$ cat config.mk
export PLATFORM = sky130hd
export DESIGN_NAME = cpu_sequencer_flat
export DESIGN_NICKNAME = d
export VERILOG_FILES = /design/src/rtl/cpu_seq_pkg.sv /design/src/rtl/cpu_sequencer_if.sv /design/src/rtl/cpu_sequencer_seq_watchdog.sv /design/src/rtl/cpu_sequencer.sv /design/src/flat_wrapper.sv
export SDC_FILE = /design/constraint.sdc
export NUM_CORES = 1
export LEC_CHECK = 0
export CORE_UTILIZATION = 50
export CTS_BUF_LIST = sky130_fd_sc_hd__clkbuf_4 sky130_fd_sc_hd__clkbuf_8
export CTS_CLUSTER_DIAMETER = 150
export DETAILED_ROUTE_END_ITERATION = 8
export GPL_TIMING_DRIVEN = 1
export PLACE_DENSITY = 0.86
export SLEW_MARGIN = 40
export SYNTH_ARGS = -nofsm -noshare
export SYNTH_HDL_FRONTEND = slang
export SYNTH_SLANG_ARGS = --single-unit
$ cat constraint.sdc
create_clock -name clk -period 3.09 [get_ports clk]
set_input_delay 0.618 -clock clk [delete_from_list [all_inputs] [get_ports clk]]
set_output_delay 0.618 -clock clk [all_outputs]
set_load 0.01 [all_outputs]
$ cat src/rtl/cpu_seq_pkg.sv
// cpu_seq_pkg: shared state encoding for the multi-cycle sequencer
package cpu_seq_pkg;
  localparam int ST_W = 3;
  typedef enum logic [ST_W-1:0] {
    IDLE   = 3'd0,
    FETCH  = 3'd1,
    DECODE = 3'd2,
    EXEC   = 3'd3,
    MEM    = 3'd4,
    WB     = 3'd5,
    ERR    = 3'd7
  } state_t;
endpackage

$ cat src/rtl/cpu_sequencer_if.sv
// cpu_sequencer_if: memory handshakes, decoder intent and datapath strobes
interface cpu_sequencer_if;
  logic imem_req;
  logic imem_ack;
  logic ir_load;
  logic dec_valid;
  logic dec_regwrite;
  logic dec_memwrite;
  logic dec_is_load;
  logic dmem_req;
  logic dmem_we;
  logic dmem_ack;
  logic rf_we;
  logic pc_en;
  modport master (
    output imem_req, ir_load, dmem_req, dmem_we, rf_we, pc_en,
    input  imem_ack, dmem_ack, dec_valid, dec_regwrite, dec_memwrite, dec_is_load
  );
  modport slave (
    input  imem_req, ir_load, dmem_req, dmem_we, rf_we, pc_en,
    output imem_ack, dmem_ack, dec_valid, dec_regwrite, dec_memwrite, dec_is_load
  );
endinterface

$ cat src/rtl/cpu_sequencer_seq_watchdog.sv
// seq_watchdog: wait-cycle counter that flags when MEM_TIMEOUT is reached
module seq_watchdog #(
  parameter int MEM_TIMEOUT = 15
) (
  input  logic clk,
  input  logic rst,
  input  logic clr,
  input  logic en,
  output logic timeout
);
  localparam int W = $clog2(MEM_TIMEOUT + 2);
  logic [W-1:0] cnt;
  assign timeout = en && cnt == W'(MEM_TIMEOUT);
  // count waiting cycles, holding at the limit so it never wraps
  always_ff @(posedge clk)
    if (rst || clr) cnt <= '0;
    else if (en && !timeout) cnt <= cnt + 1'b1;
endmodule

$ cat src/rtl/cpu_sequencer.sv
// cpu_sequencer: multi-cycle FETCH/DECODE/EXEC/MEM/WB control with debug run/step/halt
module cpu_sequencer
  import cpu_seq_pkg::*;
#(
  parameter int MEM_TIMEOUT = 15,
  parameter int CNT_W       = 32
) (
  input  logic             clk,
  input  logic             rst,
  input  logic             run,
  input  logic             step,
  input  logic             halt_req,
  cpu_sequencer_if.master  bus,
  output logic             busy,
  output logic             err,
  output logic [ST_W-1:0]  state,
  output logic [CNT_W-1:0] retired
);
  state_t st, nxt;
  logic step_mode, halt_pend, waiting, timeout;
  assign waiting      = st == FETCH || st == MEM;
  assign bus.imem_req = st == FETCH;
  assign bus.ir_load  = st == FETCH && bus.imem_ack;
  assign bus.dmem_req = st == MEM;
  assign bus.dmem_we  = st == MEM && bus.dec_memwrite;
  assign bus.rf_we    = st == WB && bus.dec_regwrite && !bus.dec_memwrite;
  assign bus.pc_en    = st == WB;
  assign busy         = st != IDLE && st != ERR;
  assign err          = st == ERR;
  assign state        = st;
  seq_watchdog #(.MEM_TIMEOUT(MEM_TIMEOUT)) u_wd (
    .clk     (clk),
    .rst     (rst),
    .clr     (!waiting),
    .en      (waiting),
    .timeout (timeout)
  );
  // state register, debug mode flags and retirement counter
  always_ff @(posedge clk)
    if (rst) begin
      st        <= IDLE;
      step_mode <= 1'b0;
      halt_pend <= 1'b0;
      retired   <= '0;
    end else begin
      st <= nxt;
      if (st == IDLE && (run || step)) step_mode <= !run;
      else if (st == WB && nxt == IDLE) step_mode <= 1'b0;
      if (st == WB) halt_pend <= 1'b0;
      else if (busy && halt_req) halt_pend <= 1'b1;
      if (st == WB) retired <= retired + 1'b1;
    end
  // next-state decode; ack beats timeout in the same cycle
  always_comb begin
    nxt = st;
    case (st)
      IDLE:    nxt = (run || step) ? FETCH : IDLE;
      FETCH:   nxt = bus.imem_ack ? DECODE : timeout ? ERR : FETCH;
      DECODE:  nxt = (!bus.dec_valid || (bus.dec_memwrite && bus.dec_is_load)) ? ERR : EXEC;
      EXEC:    nxt = (bus.dec_memwrite || bus.dec_is_load) ? MEM : WB;
      MEM:     nxt = bus.dmem_ack ? WB : timeout ? ERR : MEM;
      WB:      nxt = (halt_pend || halt_req || step_mode) ? IDLE : FETCH;
      default: nxt = ERR;
    endcase
  end
endmodule
$ cat src/flat_wrapper.sv
// flat-port wrapper written by rule: the top's interface ports become plain ports
module cpu_sequencer_flat import cpu_seq_pkg::*;
#(
  parameter int MEM_TIMEOUT = 15,
  parameter int CNT_W       = 32
)
  (clk, rst, run, step, halt_req, busy, err, state, retired, bus_imem_req, bus_ir_load, bus_dmem_req, bus_dmem_we, bus_rf_we, bus_pc_en, bus_imem_ack, bus_dmem_ack, bus_dec_valid, bus_dec_regwrite, bus_dec_memwrite, bus_dec_is_load);
  cpu_sequencer_if bus_i ();
  input  logic clk;
  input  logic rst;
  input  logic run;
  input  logic step;
  input  logic halt_req;
  output logic busy;
  output logic err;
  output logic [ST_W-1:0] state;
  output logic [CNT_W-1:0] retired;
  output wire logic [$bits(bus_i.imem_req)-1:0] bus_imem_req;
  output wire logic [$bits(bus_i.ir_load)-1:0] bus_ir_load;
  output wire logic [$bits(bus_i.dmem_req)-1:0] bus_dmem_req;
  output wire logic [$bits(bus_i.dmem_we)-1:0] bus_dmem_we;
  output wire logic [$bits(bus_i.rf_we)-1:0] bus_rf_we;
  output wire logic [$bits(bus_i.pc_en)-1:0] bus_pc_en;
  input wire logic [$bits(bus_i.imem_ack)-1:0] bus_imem_ack;
  input wire logic [$bits(bus_i.dmem_ack)-1:0] bus_dmem_ack;
  input wire logic [$bits(bus_i.dec_valid)-1:0] bus_dec_valid;
  input wire logic [$bits(bus_i.dec_regwrite)-1:0] bus_dec_regwrite;
  input wire logic [$bits(bus_i.dec_memwrite)-1:0] bus_dec_memwrite;
  input wire logic [$bits(bus_i.dec_is_load)-1:0] bus_dec_is_load;
  assign bus_imem_req = bus_i.imem_req;
  assign bus_ir_load = bus_i.ir_load;
  assign bus_dmem_req = bus_i.dmem_req;
  assign bus_dmem_we = bus_i.dmem_we;
  assign bus_rf_we = bus_i.rf_we;
  assign bus_pc_en = bus_i.pc_en;
  assign bus_i.imem_ack = bus_imem_ack;
  assign bus_i.dmem_ack = bus_dmem_ack;
  assign bus_i.dec_valid = bus_dec_valid;
  assign bus_i.dec_regwrite = bus_dec_regwrite;
  assign bus_i.dec_memwrite = bus_dec_memwrite;
  assign bus_i.dec_is_load = bus_dec_is_load;
  cpu_sequencer #(.MEM_TIMEOUT(MEM_TIMEOUT), .CNT_W(CNT_W)) u_core (.clk(clk), .rst(rst), .run(run), .step(step), .halt_req(halt_req), .bus(bus_i), .busy(busy), .err(err), .state(state), .retired(retired));
endmodule
### After elaboration in Yosys (flattened, before gate mapping)

Cells that the tools add are included.

* reduce and logical (&&, ||, !) cells: 28
* add/subtract/negate cells: 2
* equal/unequal tests: 8
* muxes and demuxes: 11

Operator list (count)
* adder 32 x 1 -> 32 bit (second input constant): 1
* one-hot mux 3 bit (6 select lines): 1
* 2-to-1 mux 3 bit: 4
* logical AND 1 bit: 11
* == test 3 bit (second input constant): 3
* logical OR 1 bit: 7
* == test 3 x 2 -> 1 bit (second input constant): 2
* logical NOT 3 bit: 2
* adder 5 x 1 -> 5 bit (second input constant): 1
* == test 5 x 4 -> 1 bit (second input constant): 1
* logical NOT 1 bit: 5
* 2-to-1 mux 1 bit: 5
* == test 3 x 1 -> 1 bit (second input constant): 1
* != test 3 bit (second input constant): 1
* nonzero test 3 bit: 1
* 2-to-1 mux 2 bit: 1
* nonzero test 2 bit: 1
* OR reduction 2 bit: 1

* register bits after elaboration: 42

### Depth between registers and ports, before layout

Gate-level depths: netlist (run 1).

* depth after elaboration: 10
* mapped depth: 8
* gate-level depth less buffers: 7

### Hierarchy

A second synthesis (run 1) with hierarchy kept.

* cells, all modules: 259
* area total of the unflattened synthesis: 2160.8 um^2

Modules (own cells, without submodules)
* cpu_sequencer: sequential area each 740.7 um^2, cells each 232, area an instance 1911.8 um^2, instances 1
* seq_watchdog: sequential area each 100.1 um^2, cells each 27, area an instance 249.0 um^2, instances 1

### Least setup slack after synthesis (run 1)

OpenSTA, ideal clock, no wires.

* path type: register to output
* start point: register u_core.st[2], in the netlist u_core.state[2]
* end point: output bus_rf_we
* stages on the path, launching flop included: 5
* arrival: 1.344 ns
* data required time: 2.472 ns
* path slack: 1.128 ns
* buffers on the path: 2
* path through: dfxtp_1 clkbuf_1 and3b_1 clkbuf_1 and3b_1

* longest elaborated chain between the ends: 3

RTL lines
* from (decl): RTL line cpu_sequencer.sv:19 `state_t st, nxt;`
* from (signal assigned): RTL line cpu_sequencer.sv:46 `st <= nxt;`
* == test 3 bit
* net bus_pc_en: RTL line flat_wrapper.sv:23 `output wire logic [$bits(bus_i.pc_en)-1:0] bus_pc_en;`
* logical AND 1 bit (2 in series): RTL line cpu_sequencer.sv:26 `assign bus.rf_we = st == WB && bus.dec_regwrite && !bus.dec_memwrite;`
* to (decl): RTL line flat_wrapper.sv:22 `output wire logic [$bits(bus_i.rf_we)-1:0] bus_rf_we;`

The timed path passes the listed nets, and every way through them passes these cells.

### Worst setup path after layout (run 1)

* start point: register u_core.st[0], in the netlist u_core.state[0]
* end point: output bus_ir_load

* longest elaborated chain between the ends: 2

RTL lines
* == test 3 x 1 -> 1 bit: RTL line cpu_sequencer.sv:23 `assign bus.ir_load = st == FETCH && bus.imem_ack;`
* logical AND 1 bit: RTL line cpu_sequencer.sv:23
* to (decl): RTL line flat_wrapper.sv:19 `output wire logic [$bits(bus_i.ir_load)-1:0] bus_ir_load;`

Every way passes these cells.

==> flow_metrics.py, run 1 <==
metrics = {
    "floorplan": {
        "die_h_um": 66.5,
        "die_w_um": 66.5,
        "initial_core_util_pct": 52.0,
        "coreArea_um2": 4000,
        "ioPinCount": 54,
        "die-area_um2": 4420,
        "rows": 23,
    },
    "clocking": {
        "clockRootBuffer": "clkbuf_8",
        "cts_buffers": 5,
        "clk_path_buf_depth": 2,
        "clk_latency_ns": 0.29,
        "path_clk_slew_ns": 0.08,
        "post_cts_buffers": 0,
        "cts.hold.buffers_added": 0,
        "cts_sinks": 42,
        "cts_tree": "done",
        "ctsResizeCount": 0,
        "cts_htree_levels": 2,
    },
    "sta": {
        "tns_ns": 0,
        "hold_viol": 0,
        "finalWorstSetupSlack_ns": 0.414,
        "report.final.slew_viol_count": 0,
        "whs_ns": 0.489,
        "period_minus_slack_ns": 2.68,
        "worst_pin_slew_ns": 0.502,
        "fin_crit_sh_pct": 86.6,
        "fmaxAchievable_mhz": 374,
        "slew_headroom_pct": 65.7,
        "rsz0062_at_grt": "no",
        "skew_ns": 0.00765,
        "setup_viol": 0,
    },
    "yosys": {
        "synthCells": 246,
        "async_flop_share_pct": 0,
        "netlist.area_leader.share_pct": 40.4,
        "yosysWarnings": 0,
        "ys_ff_latch": 42,
        "synth_area_leader_cell": "dfxtp_1",
        "synth.net_count": 260,
        "synthFlopType": "dfxtp_1",
        "synthTopCellsByArea": "dfxtp_1 (40%), a21oi_1 (5.5%), xor2_1 (4.6%)",
        "yosysUniqueCellTypes": 43,
        "synth_area_per_cell_um2": 8.46,
        "syn_area_um2": 2080,
        "synth-seq-area-share_pct": 40.4,
        "synth_edf_count": 0,
    },
    "detailed_routing": {
        "drc": 0,
        "vias_per_cell": 5.70,
        "wirelength_um": 4430,
        "antenna_left": 0,
        "vias": 1954,
        "drtIter0Drc": 94,
        "wl_per_cell_um": 12.9,
        "drt_pass1_iterations": 4,
    },
    "power": {
        "peakVddDrop_uv": 209,
        "switching_power_w": 0.000245,
        "p_leak_nw": 0.917,
        "power.density_nw_per_um2": 385,
        "power_frac_comb_pct": 10.4,
        "fin_total_pwr_w": 0.00104,
        "p_sw_share_pct": 23.5,
        "internal-power_w": 0.000798,
        "seq_power_share_pct": 54.4,
        "clockPowerShare_pct": 35.2,
    },
    "cells_and_area": {
        "fin_cells": 343,
        "drive_above_1_share_pct": 6.83,
        "nFillCells": 358,
        "diodes": 0,
        "nNetsFinal": 306,
        "syn2layout_area_growth_pct": 30.3,
    },
    "place": {
        "io_buffers": 53,
        "hpwl_um": 3060,
        "dpl.cell_count": 335,
        "routabilityCongestion": 0.804,
        "dp_slack_ns": 0.645,
    },
    "grt": {
        "grt_max_degree": 42,
        "grt_usage_pct": 20.6,
        "antenna_found_initial": 0,
        "grt_pass1_wl_um": 7070,
        "grt_pass1_vias": 1602,
        "globalRoute.totalOverflow": 0,
    },
    "setup_path": {
        "critical_path_class": "flop to output port",
        "critical_path.max_fanout": 11,
        "critPathRequiredTime_ns": 2.47,
        "critPathLaunchType": "flop",
        "worstPathArrival_ns": 2.06,
        "crit_path_end_kind": "output port",
    },
    "worst_hold_path": {
        "hold_path.class": "flop to flop",
    },
    "status": {
        "status": "finished clean",
    },
    "flow_run": {
        "max-cap-violations": 0,
    },
}
sequential cells by signal, indices dropped and copies added, names as in the netlist:
signal / cells
u_core.halt_pend: 1
u_core.state: 3
u_core.step_mode: 1
u_core.u_wd.cnt: 5
u_core.retired: 32
cells in the mapped netlist, drive strengths merged (2+ instances only):
master / n
ha: 3
dfxtp: 42
mux2: 3
nand2: 13
nor2b: 4
buf: 6
inv: 7
nand3: 8
o21ai: 9
a21oi: 23
clkbuf: 10
and3: 4
nor4: 3
and3b: 2
or4: 13
or3: 7
and4: 3
a31oi: 2
and2: 4
o21bai: 2
nor2: 24
mux2i: 2
xnor2: 2
xor2: 11
nand4: 11
o31ai: 12
nor3: 6
layout make-up:
type	instances	area (µm²)	share of cell area [%]
timing repair buffer	55	546	20.1
inverter	7	26.3	0.969
clock buffer	7	90.1	3.32
clock inverter	1	5.00	0.185
multi-input combinational	181	1140	42.1
sequential	42	841	31.0
tap	50	62.6	2.31
stage by stage:
stage	area (µm²)	util, %
6_report	2710	67.8
5_1_grt	2710	67.8
4_1_cts	2710	67.8
3_5_place_dp	2620	65.4
3_3_place_gp	2620	65.4
2_1_floorplan	2080	-
layer usage:
metal | up-vias | global-route usage, % | wire [µm] | part of all wire, %
met1 | 901 | 26.7 | 2160 | 49
met3 | 5 | 4.97 | 191 | 4.3
met5 | - | 0 | 0 | 0
met2 | 55 | 34.2 | 2040 | 46
met4 | 0 | 4.79 | 34 | 0.77
li1 | 993 | - | - | -
worst max-delay path: stages, from the launching register on:
cell and delay, ns:
dfxtp_1 0.51, inv_1 0.12, nor3_1 0.41, and2_1 0.19
clkdlybuf4s50_1 0.53
path summary, 6_finish.rpt:
check | start | cells past startpoint | to | slack, ns
setup / recovery | u_core.state[0] | 4 | bus_ir_load | 0.41
hold / removal | u_core.u_wd.cnt[4] | 2 | u_core.u_wd.cnt[4] | 0.49
setup reg to reg | u_core.state[0] | 4 | u_core.retired[31] | 0.81
hold reg to reg | u_core.u_wd.cnt[4] | 2 | u_core.u_wd.cnt[4] | 0.49
cell usage in the layout, fill, tap and decap left out, types with 7 or more instances in the layout:
cell type,count
a21oi_1,23
nand2_1,13
or4_1,12
dfxtp_1,42
o21ai_0,9
o31ai_1,12
clkdlybuf4s50_1,53
xor2_1,11
nand4_1,9
inv_1,7
nor2_1,24
nand3_1,8
power by group through the flow:
stage               Clock, W  Sequential [W]  Combinational [W]
finish              0.000367        0.000568           0.000108
CTS                 0.000374        0.000568           0.000108
detailed placement         0        0.000581           0.000107
floorplan                  0        0.000572          0.0000647
global route        0.000396        0.000571           0.000118
global placement           0        0.000580           0.000106
cells by family (layout without fill, tap and decap cells):
kind of cell | Yosys count | count (layout) | synth area share [%]
and+or+nand+nor | 107 | 107 | 29.6
AOI/OAI and AO/OA | 53 | 53 | 15.3
DFF | 42 | 42 | 40.4
buffers and inverters | 23 | 70 | 4.75
xor gates and xnor gates | 13 | 13 | 5.47
muxes | 5 | 5 | 2.59
adders and majority gates | 3 | 3 | 1.80
No activity file was read; power rests on OpenSTA's default activity.
==> run 2: changes to the inputs <==
- CORE_UTILIZATION: 50 -> 45
- PLACE_DENSITY: 0.86 -> 0.82
- clock period: 3.09 -> 2.38 ns (I/O delays scaled with it)
==> run 2 against run 1 <==
Net effect:
- clock-buffer cell count unchanged
- sequential share of layout area shrank 0.39 points
- critical path type unchanged
- global-route usage fell by 2.0 points
- via count increased by 0.67%
- critical path depth unchanged
- core utilization fell by 5.4 points
- non-clock buffer count up 5
==> flow_metrics.py, run 2 (same netlist as run 1, synthesis figures left out) <==
metrics = {
    "sta": {
        "report.final.slew_viol_count": 0,
        "whs_ns": 0.497,
        "finalWorstSetupSlack_ns": 0.139,
        "hold_viol": 0,
        "slew_headroom_pct": 71.6,
        "period_minus_slack_ns": 2.24,
        "fmaxAchievable_mhz": 446,
        "rsz0062_at_grt": "no",
        "skew_ns": 0.00606,
        "fin_crit_sh_pct": 94.1,
        "setup_viol": 0,
        "tns_ns": 0,
        "worst_pin_slew_ns": 0.425,
    },
    "detailed_routing": {
        "wl_met3_um": 235,
        "drtIter0Drc": 114,
        "vias_per_cell": 5.62,
        "highest_layer": "met4",
        "vias": 1967,
        "drt_pass1_iterations": 4,
        "wl_met2_um": 2120,
        "wirelength_um": 4520,
        "drc": 0,
        "wl_per_cell_um": 12.9,
        "antenna_left": 0,
        "drt-met1-wl_um": 2140,
    },
    "clocking": {
        "cts.hold.buffers_added": 0,
        "clockRootBuffer": "clkbuf_8",
        "clk_path_buf_depth": 2,
        "path_clk_slew_ns": 0.08,
        "cts_sinks": 42,
        "cts_htree_levels": 2,
        "clk_latency_ns": 0.29,
        "cts_buffers": 5,
        "cts_tree": "done",
    },
    "place": {
        "io_buffers": 53,
        "dp_slack_ns": 0.210,
        "hpwl_um": 3220,
        "routabilityCongestion": 0.804,
        "placed_cell_area_um2": 2660,
        "dpl.cell_count": 342,
    },
    "setup_path": {
        "critPathLaunchType": "flop",
        "reg2regPathDepth": 4,
        "worst_path_largest_cell_delay_ns": 0.53,
        "path_buf_inv": 1,
        "crit_path_end_kind": "output port",
        "critPathRequiredTime_ns": 1.90,
        "crit_family": "buffers and inverters",
        "startpoint": "u_core.state[2]",
        "reg2reg_from": "u_core.retired[3]",
        "critical_path_class": "flop to output port",
        "crit_slowest_cell": "clkdlybuf4s50_1",
        "reg2reg_slack_ns": 0.34,
        "crit_chain": "nand2b_1 > nor2_1 > and2_1 > clkdlybuf4s50_1",
        "critical_path.max_fanout": 12,
        "worstPathArrival_ns": 1.76,
        "r2r-end": "u_core.retired[31]",
    },
    "cells_and_area": {
        "fin_cells": 350,
        "largest_reg_flops": 32,
        "nFillCells": 378,
        "nNetsFinal": 311,
        "diodes": 0,
        "fin_area_um2": 2750,
        "top_register": "u_core.retired",
        "final_common_cell": "clkdlybuf4s50_1",
        "drive_above_1_share_pct": 9.06,
        "final_cell_mix": "clkdlybuf4s50_1 (53), dfxtp_1 (40), nor2_1 (24)",
        "syn2layout_area_growth_pct": 32.4,
    },
    "floorplan": {
        "die_h_um": 70,
        "ioPinCount": 54,
        "rows": 24,
        "die_w_um": 70,
        "die-area_um2": 4900,
        "coreArea_um2": 4410,
        "initial_core_util_pct": 47.1,
    },
    "power": {
        "peakVddDrop_uv": 260,
        "power.density_nw_per_um2": 494,
        "p_leak_nw": 0.943,
    },
    "grt": {
        "grt_usage_pct": 18.6,
        "grt_max_degree": 33,
        "grt_pass1_vias": 1723,
        "antenna_found_initial": 0,
        "grt_pass1_wl_um": 7540,
        "globalRoute.totalOverflow": 0,
    },
    "status": {
        "status": "finished clean",
    },
    "flow_run": {
        "max-cap-violations": 0,
    },
    "worst_hold_path": {
        "hold_end": "u_core.retired[29]",
        "holdPathStages": 2,
        "hp-start": "u_core.retired[29]",
        "hold_path.class": "flop to flop",
    },
}
[run 2: cell types whose count changed in the layout (fill, tap and decap cells not counted), sizes merged]
cell / change
buf: +5
[run 2: report_power, final]
group / total [W] / switching (W) / leakage [nW] / internal, W
Combinational: 0.000147 / 0.0000661 / 0.552 / 0.0000805
Sequential: 0.000739 / 0.0000218 / 0.340 / 0.000717
Clock: 0.000476 / 0.000231 / 0.0517 / 0.000245
Total: 0.00136 / 0.000319 / 0.943 / 0.00104
[run 2: area by class of cell]
cell class              instances  area (µm²)  area share (%)
clock buffers                   7        90.1            3.27
flip-flops and latches         42         843            30.6
multi-input cells             181        1140            41.4
well taps                      52        65.1            2.36
clock inverters                 1        5.00           0.182
repair buffers                 60         583            21.2
inverters                       7        26.3           0.954
[run 2: tightest hold or removal path, delay by kind of cell, from the launching register on]
family	cells	cell delay, ns
AO/OA/AOI/OAI	2	0.12
flip-flops	1	0.33
[run 2: repair_timing]
action                     in CTS  in global routing
setup buffers                   0                  0
pin swaps                       0                  0
resized for setup               1                  1
setup endpoints to repair       1                  2
[run 2: worst max path at each step]
stage                                    end  slack, ns  cells past startpoint
after floorplan           u_core.retired[31]       0.44                      5
after global placement             bus_rf_we       0.23                      3
after detailed placement           bus_rf_we       0.21                      3
after CTS                        bus_ir_load       0.01                      4
after global routing             bus_ir_load      0.006                      4
final                            bus_dmem_we       0.14                      4
[run 2: per-layer routing]
metal	up-vias	global-route usage (%)
met3	2	5.48
met4	0	4.00
met5	-	0
met2	51	30.6
li1	1002	-
met1	912	24.2
[run 2: stage by stage]
stage / utilization, % / total power, W
finish: 62.4 / 0.00136
global route: 62.4 / 0.00143
global placement: 60.2 / 0.000899
detailed placement: 60.2 / 0.000901
CTS: 62.4 / 0.00137
floorplan: - / 0.000827
==> run 3: changes to the inputs <==
- SKIP_LAST_GASP: not set -> 1
==> results of run 3 <==
The final DEF is identical to that of run 2; final timing and power are the same.
